==> src/rtl/load_store_unit_if.sv <==
// Data-memory port bundle between the load/store unit (master) and the
// data memory (slave): a valid/ready request channel carrying word address,
// byte strobes and store data, plus a valid-only read response channel.
interface load_store_unit_if #(
    parameter int WADDR_W = 30
);
    logic               mem_req_valid;
    logic               mem_req_ready;
    logic [WADDR_W-1:0] mem_addr;
    logic [3:0]         mem_we;
    logic [31:0]        mem_wdata;
    logic               mem_rsp_valid;
    logic [31:0]        mem_rsp_data;

    modport master (
        output mem_req_valid,
        output mem_addr,
        output mem_we,
        output mem_wdata,
        input  mem_req_ready,
        input  mem_rsp_valid,
        input  mem_rsp_data
    );

    modport slave (
        input  mem_req_valid,
        input  mem_addr,
        input  mem_we,
        input  mem_wdata,
        output mem_req_ready,
        output mem_rsp_valid,
        output mem_rsp_data
    );
endinterface

==> src/rtl/load_store_unit.sv <==
// Load/store unit for the memory stage. Checks width code and alignment,
// issues one valid/ready request per instruction to data memory, waits for
// the read word on loads, then byte-aligns and extends it into o_load_data.
// o_stall holds the upstream pipeline until the access has completed; a
// one-cycle stall-free DONE state lets the instruction retire exactly once.
module load_store_unit #(
    parameter int ADDR_W  = 32,
    parameter int WADDR_W = 30
) (
    input  logic              i_clk,
    input  logic              i_rstn,
    input  logic              i_req_valid,
    input  logic              i_req_write,
    input  logic [2:0]        i_req_funct3,
    input  logic [ADDR_W-1:0] i_req_addr,
    input  logic [31:0]       i_req_wdata,
    output logic              o_stall,
    output logic [31:0]       o_load_data,
    output logic              o_access_fault,
    load_store_unit_if.master mem
);

    localparam logic [1:0] S_IDLE     = 2'd0;
    localparam logic [1:0] S_REQ      = 2'd1;
    localparam logic [1:0] S_WAIT_RSP = 2'd2;
    localparam logic [1:0] S_DONE     = 2'd3;

    localparam logic [2:0] F3_B  = 3'b000;
    localparam logic [2:0] F3_H  = 3'b001;
    localparam logic [2:0] F3_W  = 3'b010;
    localparam logic [2:0] F3_BU = 3'b100;
    localparam logic [2:0] F3_HU = 3'b101;

    logic [1:0]         r_state;
    logic [1:0]         r_off;
    logic [2:0]         r_funct3;
    logic               r_write;
    logic               r_mem_req_valid;
    logic [WADDR_W-1:0] r_mem_addr;
    logic [3:0]         r_mem_we;
    logic [31:0]        r_mem_wdata;
    logic [31:0]        r_load_data;
    logic               r_access_fault;

    logic               w_legal;
    logic               w_aligned;
    logic               w_issue;
    logic [3:0]         w_we;
    logic [31:0]        w_wdata;

    // Pick the addressed byte/half out of the read word and extend it.
    function automatic logic [31:0] extract(input logic [31:0] data,
                                            input logic [2:0]  f3,
                                            input logic [1:0]  off);
        logic [7:0]  v_byte;
        logic [15:0] v_half;
        case (off)
            2'd0:    v_byte = data[7:0];
            2'd1:    v_byte = data[15:8];
            2'd2:    v_byte = data[23:16];
            default: v_byte = data[31:24];
        endcase
        v_half = off[1] ? data[31:16] : data[15:0];
        case (f3)
            F3_B:    extract = {{24{v_byte[7]}}, v_byte};
            F3_BU:   extract = {24'd0, v_byte};
            F3_H:    extract = {{16{v_half[15]}}, v_half};
            F3_HU:   extract = {16'd0, v_half};
            default: extract = data;
        endcase
    endfunction

    // Decode legality of the width code and natural alignment of the address.
    always_comb begin
        case (i_req_funct3)
            F3_B, F3_H, F3_W: w_legal = 1'b1;
            F3_BU, F3_HU:     w_legal = !i_req_write;
            default:          w_legal = 1'b0;
        endcase
        case (i_req_funct3)
            F3_H, F3_HU: w_aligned = !i_req_addr[0];
            F3_W:        w_aligned = (i_req_addr[1:0] == 2'b00);
            default:     w_aligned = 1'b1;
        endcase
        w_issue = i_req_valid && w_legal && w_aligned;
    end

    // Byte strobes and lane-replicated store data; loads drive no strobes.
    always_comb begin
        w_we    = 4'b0000;
        w_wdata = i_req_wdata;
        if (i_req_write) begin
            case (i_req_funct3)
                F3_B: begin
                    w_we    = 4'b0001 << i_req_addr[1:0];
                    w_wdata = {4{i_req_wdata[7:0]}};
                end
                F3_H: begin
                    w_we    = i_req_addr[1] ? 4'b1100 : 4'b0011;
                    w_wdata = {2{i_req_wdata[15:0]}};
                end
                default: begin
                    w_we    = 4'b1111;
                    w_wdata = i_req_wdata;
                end
            endcase
        end
    end

    // Stall while an access is being launched or is in flight; DONE releases it.
    always_comb begin
        case (r_state)
            S_IDLE:     o_stall = w_issue;
            S_REQ:      o_stall = 1'b1;
            S_WAIT_RSP: o_stall = 1'b1;
            default:    o_stall = 1'b0;
        endcase
    end

    // Access sequencer: launch, hold request until accepted, collect response.
    always_ff @(posedge i_clk) begin
        if (!i_rstn) begin
            r_state         <= S_IDLE;
            r_off           <= 2'b00;
            r_funct3        <= 3'b000;
            r_write         <= 1'b0;
            r_mem_req_valid <= 1'b0;
            r_mem_addr      <= '0;
            r_mem_we        <= 4'b0000;
            r_mem_wdata     <= 32'd0;
            r_load_data     <= 32'd0;
            r_access_fault  <= 1'b0;
        end else begin
            r_access_fault <= 1'b0;
            case (r_state)
                S_IDLE: begin
                    if (w_issue) begin
                        r_off           <= i_req_addr[1:0];
                        r_funct3        <= i_req_funct3;
                        r_write         <= i_req_write;
                        r_mem_addr      <= i_req_addr[ADDR_W-1:2];
                        r_mem_we        <= w_we;
                        r_mem_wdata     <= w_wdata;
                        r_mem_req_valid <= 1'b1;
                        r_state         <= S_REQ;
                    end else if (i_req_valid) begin
                        // Faulting instruction retires without touching memory.
                        r_access_fault <= 1'b1;
                    end
                end
                S_REQ: begin
                    if (mem.mem_req_ready) begin
                        r_mem_req_valid <= 1'b0;
                        r_state         <= r_write ? S_DONE : S_WAIT_RSP;
                    end
                end
                S_WAIT_RSP: begin
                    if (mem.mem_rsp_valid) begin
                        r_load_data <= extract(mem.mem_rsp_data, r_funct3, r_off);
                        r_state     <= S_DONE;
                    end
                end
                default: begin
                    // DONE: the stalled instruction advances now; never reissue it.
                    r_state <= S_IDLE;
                end
            endcase
        end
    end

    assign mem.mem_req_valid = r_mem_req_valid;
    assign mem.mem_addr      = r_mem_addr;
    assign mem.mem_we        = r_mem_we;
    assign mem.mem_wdata     = r_mem_wdata;
    assign o_load_data       = r_load_data;
    assign o_access_fault    = r_access_fault;

endmodule

==> src/flat_wrapper.sv <==
// flat-port wrapper written by rule: the top's interface ports become plain ports
module load_store_unit_flat 
#(
    parameter int ADDR_W  = 32,
    parameter int WADDR_W = 30
)
  (i_clk, i_rstn, i_req_valid, i_req_write, i_req_funct3, i_req_addr, i_req_wdata, o_stall, o_load_data, o_access_fault, mem_mem_req_valid, mem_mem_addr, mem_mem_we, mem_mem_wdata, mem_mem_req_ready, mem_mem_rsp_valid, mem_mem_rsp_data);
  load_store_unit_if #(.WADDR_W(WADDR_W)) mem_i ();
  input  logic i_clk;
  input  logic i_rstn;
  input  logic i_req_valid;
  input  logic i_req_write;
  input  logic [2:0] i_req_funct3;
  input  logic [ADDR_W-1:0] i_req_addr;
  input  logic [31:0] i_req_wdata;
  output logic o_stall;
  output logic [31:0] o_load_data;
  output logic o_access_fault;
  output wire logic [$bits(mem_i.mem_req_valid)-1:0] mem_mem_req_valid;
  output wire logic [$bits(mem_i.mem_addr)-1:0] mem_mem_addr;
  output wire logic [$bits(mem_i.mem_we)-1:0] mem_mem_we;
  output wire logic [$bits(mem_i.mem_wdata)-1:0] mem_mem_wdata;
  input wire logic [$bits(mem_i.mem_req_ready)-1:0] mem_mem_req_ready;
  input wire logic [$bits(mem_i.mem_rsp_valid)-1:0] mem_mem_rsp_valid;
  input wire logic [$bits(mem_i.mem_rsp_data)-1:0] mem_mem_rsp_data;
  assign mem_mem_req_valid = mem_i.mem_req_valid;
  assign mem_mem_addr = mem_i.mem_addr;
  assign mem_mem_we = mem_i.mem_we;
  assign mem_mem_wdata = mem_i.mem_wdata;
  assign mem_i.mem_req_ready = mem_mem_req_ready;
  assign mem_i.mem_rsp_valid = mem_mem_rsp_valid;
  assign mem_i.mem_rsp_data = mem_mem_rsp_data;
  load_store_unit #(.ADDR_W(ADDR_W), .WADDR_W(WADDR_W)) u_core (.i_clk(i_clk), .i_rstn(i_rstn), .i_req_valid(i_req_valid), .i_req_write(i_req_write), .i_req_funct3(i_req_funct3), .i_req_addr(i_req_addr), .i_req_wdata(i_req_wdata), .o_stall(o_stall), .o_load_data(o_load_data), .o_access_fault(o_access_fault), .mem(mem_i));
endmodule
==> config.mk <==
export PLATFORM = sky130hd
export DESIGN_NAME = load_store_unit_flat
export DESIGN_NICKNAME = d
export VERILOG_FILES = /design/src/rtl/load_store_unit_if.sv /design/src/rtl/load_store_unit.sv /design/src/flat_wrapper.sv
export SDC_FILE = /design/constraint.sdc
export NUM_CORES = 1
export LEC_CHECK = 0
export CAP_MARGIN = 10
export CORE_UTILIZATION = 35
export CTS_BUF_LIST = sky130_fd_sc_hd__clkbuf_2
export DETAILED_ROUTE_END_ITERATION = 10
export GPL_ROUTABILITY_DRIVEN = 0
export PLACE_DENSITY = 0.68
export SLEW_MARGIN = 20
export SYNTH_ARGS = -nofsm -noshare
export SYNTH_HDL_FRONTEND = slang
export SYNTH_SLANG_ARGS = --single-unit
==> constraint.sdc <==
create_clock -name i_clk -period 2.95 [get_ports i_clk]
set_input_delay 0.59 -clock i_clk [delete_from_list [all_inputs] [get_ports i_clk]]
set_output_delay 0.59 -clock i_clk [all_outputs]
set_load 0.01 [all_outputs]
==> flow_summary.ini <==
[run_status]
status = finished clean

[worst_setup_path]
cp.arrival_ps = 2260
cp_common_cell = nor2_1
r2r_slack_ps = 840
rr_startpoint = u_core.r_state[0]$_SDFFE_PN0P_
cp-start-kind = input pin
crit_required_ps = 2360
startpoint = i_req_addr[1]
max_stage_delay_ps = 600
crit_path_max_fanout = 2
critPathSlowestCell = or4_4
r2r_end = u_core.mem.mem_wdata[11]$_SDFFE_PN0P_
reg2reg_depth = 7
crit_type = in2out
crit_chain = clkdlybuf4s50_1 > or4_4 > a21oi_4 > nor2_1 > nor2_1 > clkdlybuf4s15_1
cp-end-kind = output pin

[cts]
clockBufferDepth = 2
post-cts-setup-buffers = 0
cts_tree = built
htreeDepth = 3
clock-sinks = 108
clockRootBuffer = clkbuf_2
ctsHoldBuffers = 0
cts.clk_slew.worst_paths_ps = 290
clock_latency_ps = 630
cts_buffers = 9

[route]
drcViolationCount = 0
drt_iter0_markers = 273
wl_microns = 15500
wire_per_inst_microns = 16.0
via_count = 4878
detail-route-antenna-nets = 0
first_pass_iters = 7
vias_per_cell = 5.04

[worst_hold_path]
hold_class = in2reg
min_from = i_rstn
whs_path_depth = 2
holdPathEnd = u_core.mem.mem_addr[1]$_SDFFE_PN0P_

[timing]
hold_viol = 0
period_minus_slack_ps = 2850
slew_headroom_pct = 45.5
tightestPinTransition_ps = 818
max_freq_ghz = 0.351
setup_viol = 0
skew_ps = 27.4
fin_ws_ps = 99.8
slew_violations = 0
period_share_pct = 96.6
rsz0062_at_grt = false

[power]
p_clk_share_pct = 17.9
p_int_mw = 2.29
pwr-share-seq_pct = 49.5
p_per_area_nw_per_um2 = 473
leakage_nw = 2.63
pwr-share-comb_pct = 32.5
swShare_pct = 33.0
ir_drop_v = 0.000281
switchingPower_mw = 1.13

[placed_design]
hpwl_microns = 11500
io_buffer_count = 205
dp_worst_setup_slack_ps = -179

[logic_synthesis]
synth_ff_type = dfxtp_1
synth_seq_area_share_pct = 44.3
avgSynthCellArea_sq_um = 8.22
ys_seq_elements = 108
yosysUniqueCellTypes = 39
async_reset_ff_share_pct = 0
synth-edff-count = 0
synth_area_leaders = dfxtp_1 44%, nand2_1 13%, a21boi_1 9.7%
yosysWarnings = 0
synth.cell_area_sq_um = 4880
synth.largest_area_cell = dfxtp_1
synthCells = 593
yosys.area.top_type_share_pct = 44.3
synth_nets = 702

[global_route]
met1_usage_pct = 25.7
gr-total-overflow = 0
grt_pass1_wl_microns = 24500
gr-max-usage-layer = met2
grtUsageMet3_pct = 4.47
grt_antenna_before_repair = 1
grt_max_degree = 82
grt_pass1_vias = 4840
use_met2_pct = 37.5
grtUsageTotal_pct = 21.7

[finish]
drive_gt1_share_pct = 6.70
syn2layout_area_growth_pct = 48.3
fin_nets = 895
utilization_pct = 54.0
fill_cells = 1219

[floorplan]
fp.dieW_microns = 120
dieHeight_microns = 120
core_sq_um = 13400
die_area_sq_um = 14400
start_util_pct = 36.4
rows = 42
num_io_pins = 206

[run]
cap_violations = 0
==> critical path, delay by kind of cell <==
family,cells,cell delay (ps)
buffers and inverters,2,740
AND/OR/NAND/NOR,3,770
AO/OA/AOI/OAI,1,160
==> sequential cells by signal (all words and copies together), names as in the netlist <==
signal and flops:
u_core.o_access_fault 1, u_core.mem.mem_addr 30, u_core.mem.mem_wdata 32, u_core.r_write 1, u_core.r_funct3 3, u_core.mem.mem_req_valid 1, u_core.o_load_data 32, u_core.mem.mem_we 4
u_core.r_state 2, u_core.r_off 2
==> worst max path at each step <==
| stage | to | slack, ps | depth (start not counted) |
|---|---|---|---|
| floorplan | o_stall | 430 | 6 |
| global placement | o_stall | -180 | 6 |
| detailed placement | o_stall | -180 | 6 |
| CTS | o_stall | 80 | 6 |
| global route | o_stall | 0.8 | 6 |
| finish | o_stall | 100 | 6 |
==> through the flow <==
stage	cells	instance area [sq um]	power, mW	setup TNS, ps	hold slack (ps)
detailed placement	951	7140	2.84	-191	444
global placement	951	7140	2.81	-175	438
global route	968	7230	3.61	0	405
floorplan	593	4880	2.26	0	436
CTS	967	7230	3.45	0	393
finish	968	7230	3.42	0	441
==> cell families (layout without fill, tap and decap cells) <==
group / after synthesis / after routing / synth area share, %
simple gates: 213 / 213 / 18.4
buf+inv: 57 / 255 / 4.67
flops: 108 / 108 / 44.3
compound gates: 184 / 184 / 25.9
mux: 27 / 27 / 5.70
fa+ha+maj: 4 / 4 / 1.03
other cells: 0 / 1 / 0
==> final cells by class <==
| class | count | area, sq um | share of cell area (%) |
|---|---|---|---|
| diodes | 1 | 2.50 | 0.0346 |
| clock buffers | 9 | 45.0 | 0.623 |
| clock inverters | 7 | 42.5 | 0.588 |
| inverters | 10 | 37.5 | 0.519 |
| multi-input cells | 428 | 2490 | 34.5 |
| flip-flops and latches | 108 | 2160 | 29.9 |
| well taps | 176 | 220 | 3.04 |
| repair buffers | 229 | 2230 | 30.8 |
==> synthesized netlist by cell type, types with 3 or more instances <==
cell,instances
nand2b_1,3
nor3_1,6
a21oi_1,30
buf_1,5
buf_2,11
o21a_1,5
clkbuf_1,31
o211a_1,8
o21ai_0,28
ha_1,4
a31oi_1,12
o211ai_1,24
nor2_1,8
nor2b_1,5
inv_1,10
dfxtp_1,108
mux2_2,6
mux2i_1,21
nand3_1,5
nand2_1,169
nand3b_1,9
a21boi_1,63
and2_1,3
==> layout by cell type, fill, tap and decap left out, types with 2 or more instances in the layout <==
master and n:
mux2i_1 21, o21ai_0 28, nand2_1 169, a31oi_1 12, o21a_1 5, nand2b_1 3
nor3_1 6, nor2_1 8, clkdlybuf4s50_1 203, nand3b_1 9, mux2_2 6, and2_1 3
a31o_2 2, o211ai_1 24, a21oi_1 30, dfxtp_1 108, nand4_1 2, a21boi_1 63
clkbuf_2 9, ha_1 4, clkinv_1 2, nor2b_1 5, inv_1 10, o211a_1 8
buf_4 24, nand3_1 5, clkinv_2 2
==> repair_timing <==
| action | CTS | global route |
|---|---|---|
| cloned | 0 | 0 |
| endpoints found under the setup margin | 1 | 1 |
| resized for setup | 1 | 1 |
==> per-layer routing <==
layer / share of wire [%] / wire length (microns)
met5: 0 / 0
met4: 2.7 / 420
met3: 5.7 / 879
met2: 49 / 7600
met1: 43 / 6590
==> power by group through the flow <==
stage               clock network [mW]  registers (mW)  logic [mW]
finish                           0.613            1.69        1.11
global route                     0.685            1.71        1.21
CTS                              0.639            1.69        1.12
detailed placement                   0            1.72        1.12
global placement                     0            1.71        1.10
floorplan                            0            1.77       0.491
(Power assumes the default switching activity.)
